<file path="src/rtl/ma_pkg.sv">
`default_nettype none
// ============================================================================
// ma_pkg : shared constants, state encoding and burst-sizing helper for the
//          VRF BRAM<->AXI load/store engines.
// Revision: 1.0
// ============================================================================
package ma_pkg;

    localparam logic [1:0] BURST_INCR   = 2'b01;
    localparam logic [2:0] SIZE_64B     = 3'b110;
    localparam logic [1:0] RESP_OKAY    = 2'b00;

    localparam int BEAT_BYTES   = 64;
    localparam int BOUNDARY_4K  = 4096;
    localparam int BEATS_PER_4K = BOUNDARY_4K / BEAT_BYTES;

    typedef enum logic [2:0] {
        ST_IDLE   = 3'd0,
        ST_CHECK  = 3'd1,
        ST_AW     = 3'd2,
        ST_DATA   = 3'd3,
        ST_RESP   = 3'd4,
        ST_FINISH = 3'd5
    } state_t;

    // Beats left before the next 4 KB page bounds the burst; the page holds
    // exactly 64 beats, which also enforces the 64-beat burst ceiling.
    function automatic logic [6:0] burst_beats(input logic [8:0] rem,
                                               input logic [5:0] blk_off);
        logic [8:0] room;
        room = 9'(BEATS_PER_4K) - {3'b000, blk_off};
        return (rem < room) ? rem[6:0] : room[6:0];
    endfunction

endpackage
`default_nettype wire

</file>
<file path="src/rtl/ma_sync_fifo.sv">
`default_nettype none
// ============================================================================
// ma_sync_fifo : single-clock FIFO with push/pop, full/empty and occupancy.
// Revision: 1.0
// ============================================================================
module ma_sync_fifo #(
    parameter int WIDTH = 512,
    parameter int DEPTH = 4
) (
    input  logic                     clk,
    input  logic                     rst,
    input  logic                     push_i,
    input  logic [WIDTH-1:0]         din_i,
    input  logic                     pop_i,
    output logic [WIDTH-1:0]         dout_o,
    output logic                     full_o,
    output logic                     empty_o,
    output logic [$clog2(DEPTH):0]   count_o
);

    localparam int PTR_W = $clog2(DEPTH);
    localparam int CNT_W = PTR_W + 1;

    logic [WIDTH-1:0] mem_q [DEPTH];
    logic [PTR_W-1:0] wr_ptr_q;
    logic [PTR_W-1:0] rd_ptr_q;
    logic [CNT_W-1:0] count_q;
    logic             w_push;
    logic             w_pop;

    assign full_o  = (count_q == CNT_W'(DEPTH));
    assign empty_o = (count_q == '0);
    assign count_o = count_q;
    assign dout_o  = mem_q[rd_ptr_q];

    // Pushes into a full FIFO and pops from an empty one are dropped.
    assign w_push = push_i && !full_o;
    assign w_pop  = pop_i && !empty_o;

    always_ff @(posedge clk) begin
        if (rst) begin
            wr_ptr_q <= '0;
            rd_ptr_q <= '0;
            count_q  <= '0;
        end else begin
            if (w_push) begin
                wr_ptr_q <= wr_ptr_q + PTR_W'(1);
            end
            if (w_pop) begin
                rd_ptr_q <= rd_ptr_q + PTR_W'(1);
            end
            case ({w_push, w_pop})
                2'b10:   count_q <= count_q + CNT_W'(1);
                2'b01:   count_q <= count_q - CNT_W'(1);
                default: count_q <= count_q;
            endcase
        end
    end

    always_ff @(posedge clk) begin
        if (w_push) begin
            mem_q[wr_ptr_q] <= din_i;
        end
    end

endmodule
`default_nettype wire

</file>
<file path="src/rtl/vrf_bram2axi_store.sv">
`default_nettype none
// ============================================================================
// vrf_bram2axi_store : streams VRF BRAM words to DDR as 4 KB-safe AXI4 INCR
//                      write bursts, one burst outstanding at a time.
// Revision: 1.0
// ============================================================================
module vrf_bram2axi_store
    import ma_pkg::*;
#(
    parameter int AXI_ADDR_W  = 36,
    parameter int DATA_W      = 512,
    parameter int BRAM_ADDR_W = 10,
    parameter int BRAM_RD_LAT = 2,
    parameter int FIFO_DEPTH  = 4
) (
    input  logic                    clk,
    input  logic                    rst,
    input  logic                    start,
    input  logic [BRAM_ADDR_W-1:0]  src_bram_addr,
    input  logic [AXI_ADDR_W-1:0]   dst_axi_addr,
    input  logic [14:0]             byte_to_transfer,
    output logic                    busy,
    output logic                    done,
    output logic                    err,
    output logic                    bram_en,
    output logic [BRAM_ADDR_W-1:0]  bram_addr,
    input  logic [DATA_W-1:0]       bram_dout,
    output logic [AXI_ADDR_W-1:0]   m_axi_awaddr,
    output logic [7:0]              m_axi_awlen,
    output logic [2:0]              m_axi_awsize,
    output logic [1:0]              m_axi_awburst,
    output logic                    m_axi_awvalid,
    input  logic                    m_axi_awready,
    output logic [DATA_W-1:0]       m_axi_wdata,
    output logic [DATA_W/8-1:0]     m_axi_wstrb,
    output logic                    m_axi_wlast,
    output logic                    m_axi_wvalid,
    input  logic                    m_axi_wready,
    input  logic [1:0]              m_axi_bresp,
    input  logic                    m_axi_bvalid,
    output logic                    m_axi_bready
);

    localparam int CNT_W = $clog2(FIFO_DEPTH) + 1;
    localparam int OCC_W = CNT_W + 1;

    state_t                 state_q, state_d;
    logic [BRAM_ADDR_W-1:0] rd_addr_q, rd_addr_d;
    logic [AXI_ADDR_W-1:0]  cur_addr_q, cur_addr_d;
    logic [14:0]            btt_q, btt_d;
    logic [8:0]             rem_q, rem_d;
    logic [7:0]             awlen_q, awlen_d;
    logic [7:0]             issued_q, issued_d;
    logic [7:0]             wbeat_q, wbeat_d;
    logic                   err_q, err_d;
    logic [BRAM_RD_LAT-1:0] rd_vld_q;

    logic                   w_fifo_full;
    logic                   w_fifo_empty;
    logic [CNT_W-1:0]       w_fifo_count;
    logic [DATA_W-1:0]      w_fifo_head;
    logic [OCC_W-1:0]       w_inflight;
    logic [OCC_W-1:0]       w_occupancy;
    logic                   w_issue;
    logic                   w_pop;
    logic [8:0]             w_burst;
    logic [8:0]             w_rem_next;

    ma_sync_fifo #(
        .WIDTH (DATA_W),
        .DEPTH (FIFO_DEPTH)
    ) u_rd_fifo (
        .clk     (clk),
        .rst     (rst),
        .push_i  (rd_vld_q[BRAM_RD_LAT-1]),
        .din_i   (bram_dout),
        .pop_i   (w_pop),
        .dout_o  (w_fifo_head),
        .full_o  (w_fifo_full),
        .empty_o (w_fifo_empty),
        .count_o (w_fifo_count)
    );

    assign busy          = (state_q != ST_IDLE) && (state_q != ST_FINISH);
    assign done          = (state_q == ST_FINISH);
    assign err           = err_q;
    assign bram_addr     = rd_addr_q;
    assign bram_en       = w_issue;
    assign m_axi_awaddr  = cur_addr_q;
    assign m_axi_awlen   = awlen_q;
    assign m_axi_awsize  = SIZE_64B;
    assign m_axi_awburst = BURST_INCR;
    assign m_axi_awvalid = (state_q == ST_AW);
    assign m_axi_wdata   = w_fifo_head;
    assign m_axi_wstrb   = '1;
    assign m_axi_wvalid  = (state_q == ST_DATA) && !w_fifo_empty;
    assign m_axi_wlast   = m_axi_wvalid && (wbeat_q == awlen_q);
    assign m_axi_bready  = (state_q == ST_RESP);
    assign w_pop         = m_axi_wvalid && m_axi_wready;

    assign w_burst    = {1'b0, awlen_q} + 9'd1;
    assign w_rem_next = rem_q - w_burst;

    // Reads still in the BRAM pipeline count against FIFO space so that the
    // data they return always has a slot waiting, whatever wready does.
    always_comb begin
        w_inflight = '0;
        for (int i = 0; i < BRAM_RD_LAT; i++) begin
            w_inflight = w_inflight + OCC_W'(rd_vld_q[i]);
        end
        w_occupancy = OCC_W'(w_fifo_count) + w_inflight;
        w_issue     = ((state_q == ST_AW) || (state_q == ST_DATA))
                      && (issued_q <= awlen_q)
                      && (w_occupancy < OCC_W'(FIFO_DEPTH))
                      && !w_fifo_full;
    end

    always_comb begin
        state_d    = state_q;
        rd_addr_d  = rd_addr_q;
        cur_addr_d = cur_addr_q;
        btt_d      = btt_q;
        rem_d      = rem_q;
        awlen_d    = awlen_q;
        issued_d   = issued_q;
        wbeat_d    = wbeat_q;
        err_d      = err_q;

        if (w_issue) begin
            rd_addr_d = rd_addr_q + BRAM_ADDR_W'(1);
            issued_d  = issued_q + 8'd1;
        end

        case (state_q)
            ST_IDLE, ST_FINISH: begin
                if (start) begin
                    rd_addr_d  = src_bram_addr;
                    cur_addr_d = dst_axi_addr;
                    btt_d      = byte_to_transfer;
                    err_d      = 1'b0;
                    state_d    = ST_CHECK;
                end else begin
                    state_d    = ST_IDLE;
                end
            end
            ST_CHECK: begin
                if (btt_q == '0) begin
                    state_d = ST_FINISH;
                end else if ((btt_q[5:0] != '0) || (cur_addr_q[5:0] != '0)) begin
                    err_d   = 1'b1;
                    state_d = ST_FINISH;
                end else begin
                    rem_d    = btt_q[14:6];
                    awlen_d  = {1'b0, burst_beats(btt_q[14:6], cur_addr_q[11:6])} - 8'd1;
                    issued_d = '0;
                    wbeat_d  = '0;
                    state_d  = ST_AW;
                end
            end
            ST_AW: begin
                if (m_axi_awready) begin
                    cur_addr_d = cur_addr_q + AXI_ADDR_W'({w_burst, 6'b000000});
                    state_d    = ST_DATA;
                end
            end
            ST_DATA: begin
                if (w_pop) begin
                    wbeat_d = wbeat_q + 8'd1;
                    if (m_axi_wlast) begin
                        state_d = ST_RESP;
                    end
                end
            end
            ST_RESP: begin
                if (m_axi_bvalid) begin
                    if (m_axi_bresp != RESP_OKAY) begin
                        err_d = 1'b1;
                    end
                    rem_d = w_rem_next;
                    if (w_rem_next != '0) begin
                        awlen_d  = {1'b0, burst_beats(w_rem_next, cur_addr_q[11:6])} - 8'd1;
                        issued_d = '0;
                        wbeat_d  = '0;
                        state_d  = ST_AW;
                    end else begin
                        state_d  = ST_FINISH;
                    end
                end
            end
            default: state_d = ST_IDLE;
        endcase
    end

    always_ff @(posedge clk) begin
        if (rst) begin
            state_q    <= ST_IDLE;
            rd_addr_q  <= '0;
            cur_addr_q <= '0;
            btt_q      <= '0;
            rem_q      <= '0;
            awlen_q    <= '0;
            issued_q   <= '0;
            wbeat_q    <= '0;
            err_q      <= 1'b0;
        end else begin
            state_q    <= state_d;
            rd_addr_q  <= rd_addr_d;
            cur_addr_q <= cur_addr_d;
            btt_q      <= btt_d;
            rem_q      <= rem_d;
            awlen_q    <= awlen_d;
            issued_q   <= issued_d;
            wbeat_q    <= wbeat_d;
            err_q      <= err_d;
        end
    end

    // Tags each BRAM read; the oldest tag marks the cycle its data is valid.
    always_ff @(posedge clk) begin
        if (rst) begin
            rd_vld_q <= '0;
        end else begin
            rd_vld_q[0] <= w_issue;
            for (int i = 1; i < BRAM_RD_LAT; i++) begin
                rd_vld_q[i] <= rd_vld_q[i-1];
            end
        end
    end

endmodule
`default_nettype wire

</file>
<file path="config.mk">
export PLATFORM = sky130hd
export DESIGN_NAME = vrf_bram2axi_store
export DESIGN_NICKNAME = d
export VERILOG_FILES = /design/src/rtl/ma_pkg.sv /design/src/rtl/ma_sync_fifo.sv /design/src/rtl/vrf_bram2axi_store.sv
export SDC_FILE = /design/constraint.sdc
export NUM_CORES = 2
export LEC_CHECK = 0
export ABC_AREA = 1
export CORE_AREA = 4 4 471 473
export CTS_CLUSTER_DIAMETER = 40
export CTS_CLUSTER_SIZE = 24
export DETAILED_ROUTE_END_ITERATION = 12
export DIE_AREA = 0 0 475 477
export GPL_TIMING_DRIVEN = 0
export HOLD_SLACK_MARGIN = 0.02
export MAX_ROUTING_LAYER = met4
export PLACE_DENSITY = 0.58
export SLEW_MARGIN = 20
export SYNTH_ARGS = -nofsm -noshare
export SYNTH_HDL_FRONTEND = slang
export SYNTH_SLANG_ARGS = --single-unit
</file>
<file path="constraint.sdc">
create_clock -name clk -period 49.3 [get_ports clk]
set_input_delay 4.93 -clock clk [delete_from_list [all_inputs] [get_ports clk]]
set_output_delay 4.93 -clock clk [all_outputs]
set_load 0.01 [all_outputs]
</file>
; ---- Word-level counts from Yosys, hierarchy flattened
; Memory sizes are Yosys's and may differ from the RTL's. A register that Yosys moved wholly into a read port is not among the register bits.
; Cells that the tools add are included.
[word_totals]
ff_bits = 107
ramBits = 2048
inputBits = 581
output_inout_bits = 643
wordCells = 136
memories = 1
[op_classes]
addsub = 15
n_lt_le_gt_ge = 4
n_eq_ne = 20
n_mux = 49
n_reduce_logical = 34
[memory_table]
columns = memory, depth, word_bits, read_ports, rd_clocked_by_memory_dff, write_ports, line
row1 = u_rd_fifo.mem_q, 4, 512, 1, 1, 1, ma_sync_fifo.sv:24  ; logic [WIDTH-1:0] mem_q [DEPTH];
[op_table]
columns = operator, count
row1 = $mux W8, 14
row2 = $mux W36, 2
row3 = $pmux W36 S2, 1
row4 = $add A36 B15 Y36, 1
row5 = $pmux W8 S2, 2
row6 = $mux W10, 3
row7 = $mux W9, 3
row8 = $pmux W8 S3, 1
row9 = $mux W3, 7
row10 = $lt A9 B9 Y1, 2
row11 = $pmux W9 S2, 1
row12 = $add A8 B1 Y8 const B, 2
row13 = $sub A7 B1 Y8 const B, 2
row14 = $logic_not A15 Y1, 1
row15 = $pmux W3 S5, 1
row16 = $mux W7, 2
row17 = $ne A2 B2 Y1 const B, 6
row18 = $reduce_and A6 Y1, 2
row19 = $reduce_bool A6 Y1, 2
row20 = $add A10 B1 Y10 const B, 1
row21 = $add A8 B1 Y9 const B, 1
row22 = $eq A3 B3 Y1 const B, 3
row23 = $logic_and A1 B1 Y1, 9
row24 = $reduce_bool A3 Y1, 3
row25 = 30 further kinds, 50

; ---- Depth between registers and ports, before layout
[logic_depth]
ltp_word = 9
mapped_depth = 29
mapped_depth_nobuf = 29

; ---- Cells and area by module
; Synthesis repeated with hierarchy kept, for this count alone.
[unflattened]
cells_unflattened = 6160
area_unflattened_um2 = 83745.3
[modules_own_cells]
columns = module, instances, cells_per_inst, area_per_inst_um2, seq_area_each_um2
row1 = ma_sync_fifo, 1, 5020, 76014.2, 61679.2
row2 = vrf_bram2axi_store, 1, 1140, 7731.2, 2001.9

; ---- Worst setup path before layout
; OpenSTA, ideal clock, no wires.
[synth_path]
path_type = register to register
startpoint = register u_rd_fifo.count_q[2] (netlist: u_rd_fifo.count_o[2])
endpoint = memory u_rd_fifo.mem_q[0][0], enable pin
setup_time_ps = 1402
t_arrival_ps = 21763
required_time_ps = 47898
slack_ps = 26135
path_stages_with_launch = 4
n_path_buf = 0
period_less_slack_ps = 23165
path_cell_list = dfxtp_1 inv_1 o31ai_1 nor2_1
[synth_via]
elab_chain_len = 5
[synth_rtl]
columns = element, line
row1 = "start, declared", ma_sync_fifo.sv:27  ; logic [CNT_W-1:0] count_q;
row2 = "start signal, assigned", ma_sync_fifo.sv:53  ; 2'b10: count_q <= count_q + CNT_W'(1);
row3 = "start signal, assigned", ma_sync_fifo.sv:54  ; 2'b01: count_q <= count_q - CNT_W'(1);
row4 = "start signal, assigned", ma_sync_fifo.sv:55  ; default: count_q <= count_q;
row5 = $eq A3 B3 Y1, ma_sync_fifo.sv:31  ; assign full_o = (count_q == CNT_W'(DEPTH));
row6 = $logic_not A1 Y1, ma_sync_fifo.sv:37  ; assign w_push = push_i && !full_o;
row7 = $logic_and A1 B1 Y1, ma_sync_fifo.sv:37
row8 = $mux W1, ma_sync_fifo.sv:61  ; if (w_push) begin
row9 = $mux W1 (not written as such), ma_sync_fifo.sv:62  ; mem_q[wr_ptr_q] <= din_i;
row10 = "end, declared", ma_sync_fifo.sv:24
; Every way passes these cells.

==> run metrics <==
Synth Flop Type=edfxtp_1; Final Critical Period=around 11,000 ps; Die H=around 480 um; Yosys top cell area share=about three quarters; CP top delay family=buffers and inverters; clk_lat worst skew=between 900 and 1000 ps; sequential-to-total area share from yosys stat=76.8%; vias post-DR=~58k; Worst Hold Class=reg2reg; Max stage delay on crit path=around 710 ps; via-per-instance ratio=5.28; port bufs=between 1k and 1.5k; Nets=between 8k and 9k; max_cap viols=0; dpl cells=10.3k; Worst VDD drop=around 0.000033 V; Max-slew headroom=approximately a quarter; row cnt=around 170; Gate Count Post-Synth=~6.1k; Worst Path Required=about 44,000 ps; ranking of synthesized cells by area=edfxtp_1, o21ai_0, nor2_1; Placement Cell Area=~100,000 sq um; Pwr Density=approximately 44 nW/um^2; DR iter-0 viols=around 5.3k; CTS clk-pin slew, worst paths=roughly 50 ps; fillcell total=18.3k; Worst Skew=101 ps; Async S/R FF share, synth=0%; vias in the first global route=~57k; Layout Area Growth over Synthesis=35.4%; post-CTS setup buffers=0; Final period util=a little over a fifth; non-filler instance count after layout=around 11k; first-pass GRT wire length=between 400,000 and 500,000 um; WP buf/inv=8; Crit Path Class=reg2out; Slew @ Worst Pin=~1100 ps; Warnings, synthesis=0; design area=about 110,000 sq um; Core Region=about 220,000 sq um; Final HPWL DP=slightly above 200,000 um; slowest CP cell=clkbuf_1; wire length per cell=between 20 and 30 um; crit path DAT=5660 ps; number of synthesized flops with an enable pin=2,048; crit end category=output pin; drt drc=0; Die W=between 400 and 500 um; CTS Buf Count=approximately 330; cell taking the most area after synthesis=edfxtp_1; # clock sinks=roughly 2.2k; Hold Buf Count CTS=0; Final setup violation count=0; CTS resizes=0; detailed-route wire length=a little under 300,000 um; Post-Synthesis Cell Area=roughly 83,000 sq um; status=complete, no violations; worst-path maximum fanout=10; cells along the critical path=buf_2, buf_2, inv_2, clkbuf_2, buf_16, clkbuf_1, clkbuf_1, nor2_1, o22ai_1, clkdlybuf4s50_1; H-Tree Level Count=5; Synth cell types=52; PnR worst setup slack=38,710 ps; routability cong.=roughly 0.92; clk root buf=clkbuf_16; IO Count=between 1k and 1.5k; overall routing resource usage=25.3%; pre-CTS setup slack=39,380 ps; unrepaired setup endpoints after global routing=false; die area=227,000 sq um; leakage=~0.038 uW; Fmax=about 0.094 GHz; Final Hold Fails=0; Antenna Nets Post-Route=0; setup_tns=0 ps; CTS Buffer Depth=4; hold_ws=~460 ps; initial antenna violation count=roughly 130; largest net degree at the start of global routing=23; GRT overflow=0; CP Launch Type=flop; Max Slew Vio Count=0; share of cells above drive strength 1=under 10%; area of the multi-input gates=between 15,000 and 20,000 sq um; Initial DRT Pass Iterations=5; starting density of the core=around two fifths; Avg Cell Area, Syn=around 14 sq um; Synth Register Bits=roughly 2.2k; CTS tree=yes; Storage cell area=63,700 sq um
[cell usage in the layout (no fill, tap or decap), drive strengths merged, types with 88 or more instances in the layout]
| cell type | netlist | layout |
|---|---|---|
| nor2 | 1153 | 1153 |
| clkinv | 1 | 88 |
| dfxtp | 109 | 109 |
| clkdlybuf4s50 | 0 | 1154 |
| a21oi | 98 | 98 |
| inv | 138 | 223 |
| o21ai | 1113 | 1113 |
| o22ai | 513 | 513 |
| diode | 0 | 99 |
| clkbuf | 360 | 714 |
| nand2 | 226 | 226 |
| edfxtp | 2048 | 2048 |
| buf | 84 | 204 |
[cell usage after synthesis (all sizes together), types with 30 or more instances]
library cell,count
xor2,31
clkbuf,360
nor3,30
ha,48
edfxtp,2048
o21ai,1113
dfxtp,109
nand3,62
inv,138
a21oi,98
buf,84
nand2,226
nor2,1153
o22ai,513
[sequential cells by signal, indices dropped and copies added (netlist names), named ones only]
name	flops
bram_addr	10
btt_q	15
err	1
issued_q	8
m_axi_awaddr	36
m_axi_awlen	8
rd_vld_q	2
rem_q	9
state_q	3
u_rd_fifo.count_o	3
u_rd_fifo.mem_q	2048
u_rd_fifo.rd_ptr_q	2
u_rd_fifo.wr_ptr_q	2
wbeat_q	8
[per-stage QoR]
step                      util, %  power [uW]
after floorplan                 -        2440
after detailed placement     46.6        2690
final                        51.8        4940
after global routing         51.7        5120
after global placement       45.3        2720
after CTS                    51.6        4970
[where the power goes]
part	internal, uW	switching, uW
logic	227	329
clock network	1410	877
registers	2060	39.5
[final timing paths]
path | depth (start not counted) | start | to | slack (ps)
max reg2reg | 28 | m_axi_awlen[0] | m_axi_awlen[6] | 44510
min reg2reg | 2 | rd_vld_q[0] | rd_vld_q[1] | 460
min | 2 | rd_vld_q[0] | rd_vld_q[1] | 460
max | 10 | flop | m_axi_wdata[360] | 38710
[area by class of cell]
class	instances	area share [%]
Multi-Input combinational cell	3458	15.2
Timing Repair Buffer	1274	12.8
Inverter	139	0.465
Tap cell	2854	3.18
Antenna cell	99	0.221
Clock inverter	228	2.16
Sequential cell	2157	56.7
Clock buffer	354	7.54
Buffer	444	1.74
[worst reg2reg max path: cells and delay by family, from the launching register on]
| kind | cells | cell delay [ps] |
|---|---|---|
| and+or+nand+nor | 18 | 1930 |
| adders and majority gates | 3 | 880 |
| xor gates and xnor gates | 2 | 680 |
| DFF | 1 | 580 |
| buffers and inverters | 4 | 460 |
| AOI/OAI and AO/OA | 1 | 120 |
[kinds of logic (layout without fill, tap and decap cells)]
logic type | count (synthesis) | after routing | share of synthesized area (%)
buffers and inverters | 583 | 2439 | 2.97
AND/OR/NAND/NOR | 1507 | 1507 | 7.20
XOR/XNOR | 47 | 47 | 0.505
AO/OA/AOI/OAI | 1784 | 1784 | 11.7
other | 2 | 168 | 0.00906
flip-flops | 2157 | 2157 | 76.8
adder cells (fa/ha/maj) | 51 | 51 | 0.797
[per-layer routing]
| layer | part of all wire [%] | GRT usage, % | vias up |
|---|---|---|---|
| met1 | 38 | 29.9 | 28800 |
| met4 | 4.0 | 10.1 | 0 |
| li1 | - | - | 26300 |
| met2 | 48 | 39.9 | 2475 |
| met3 | 9.7 | 8.47 | 513 |
| met5 | 0 | - | - |
Note: power is estimated with default switching activity, not from simulation.
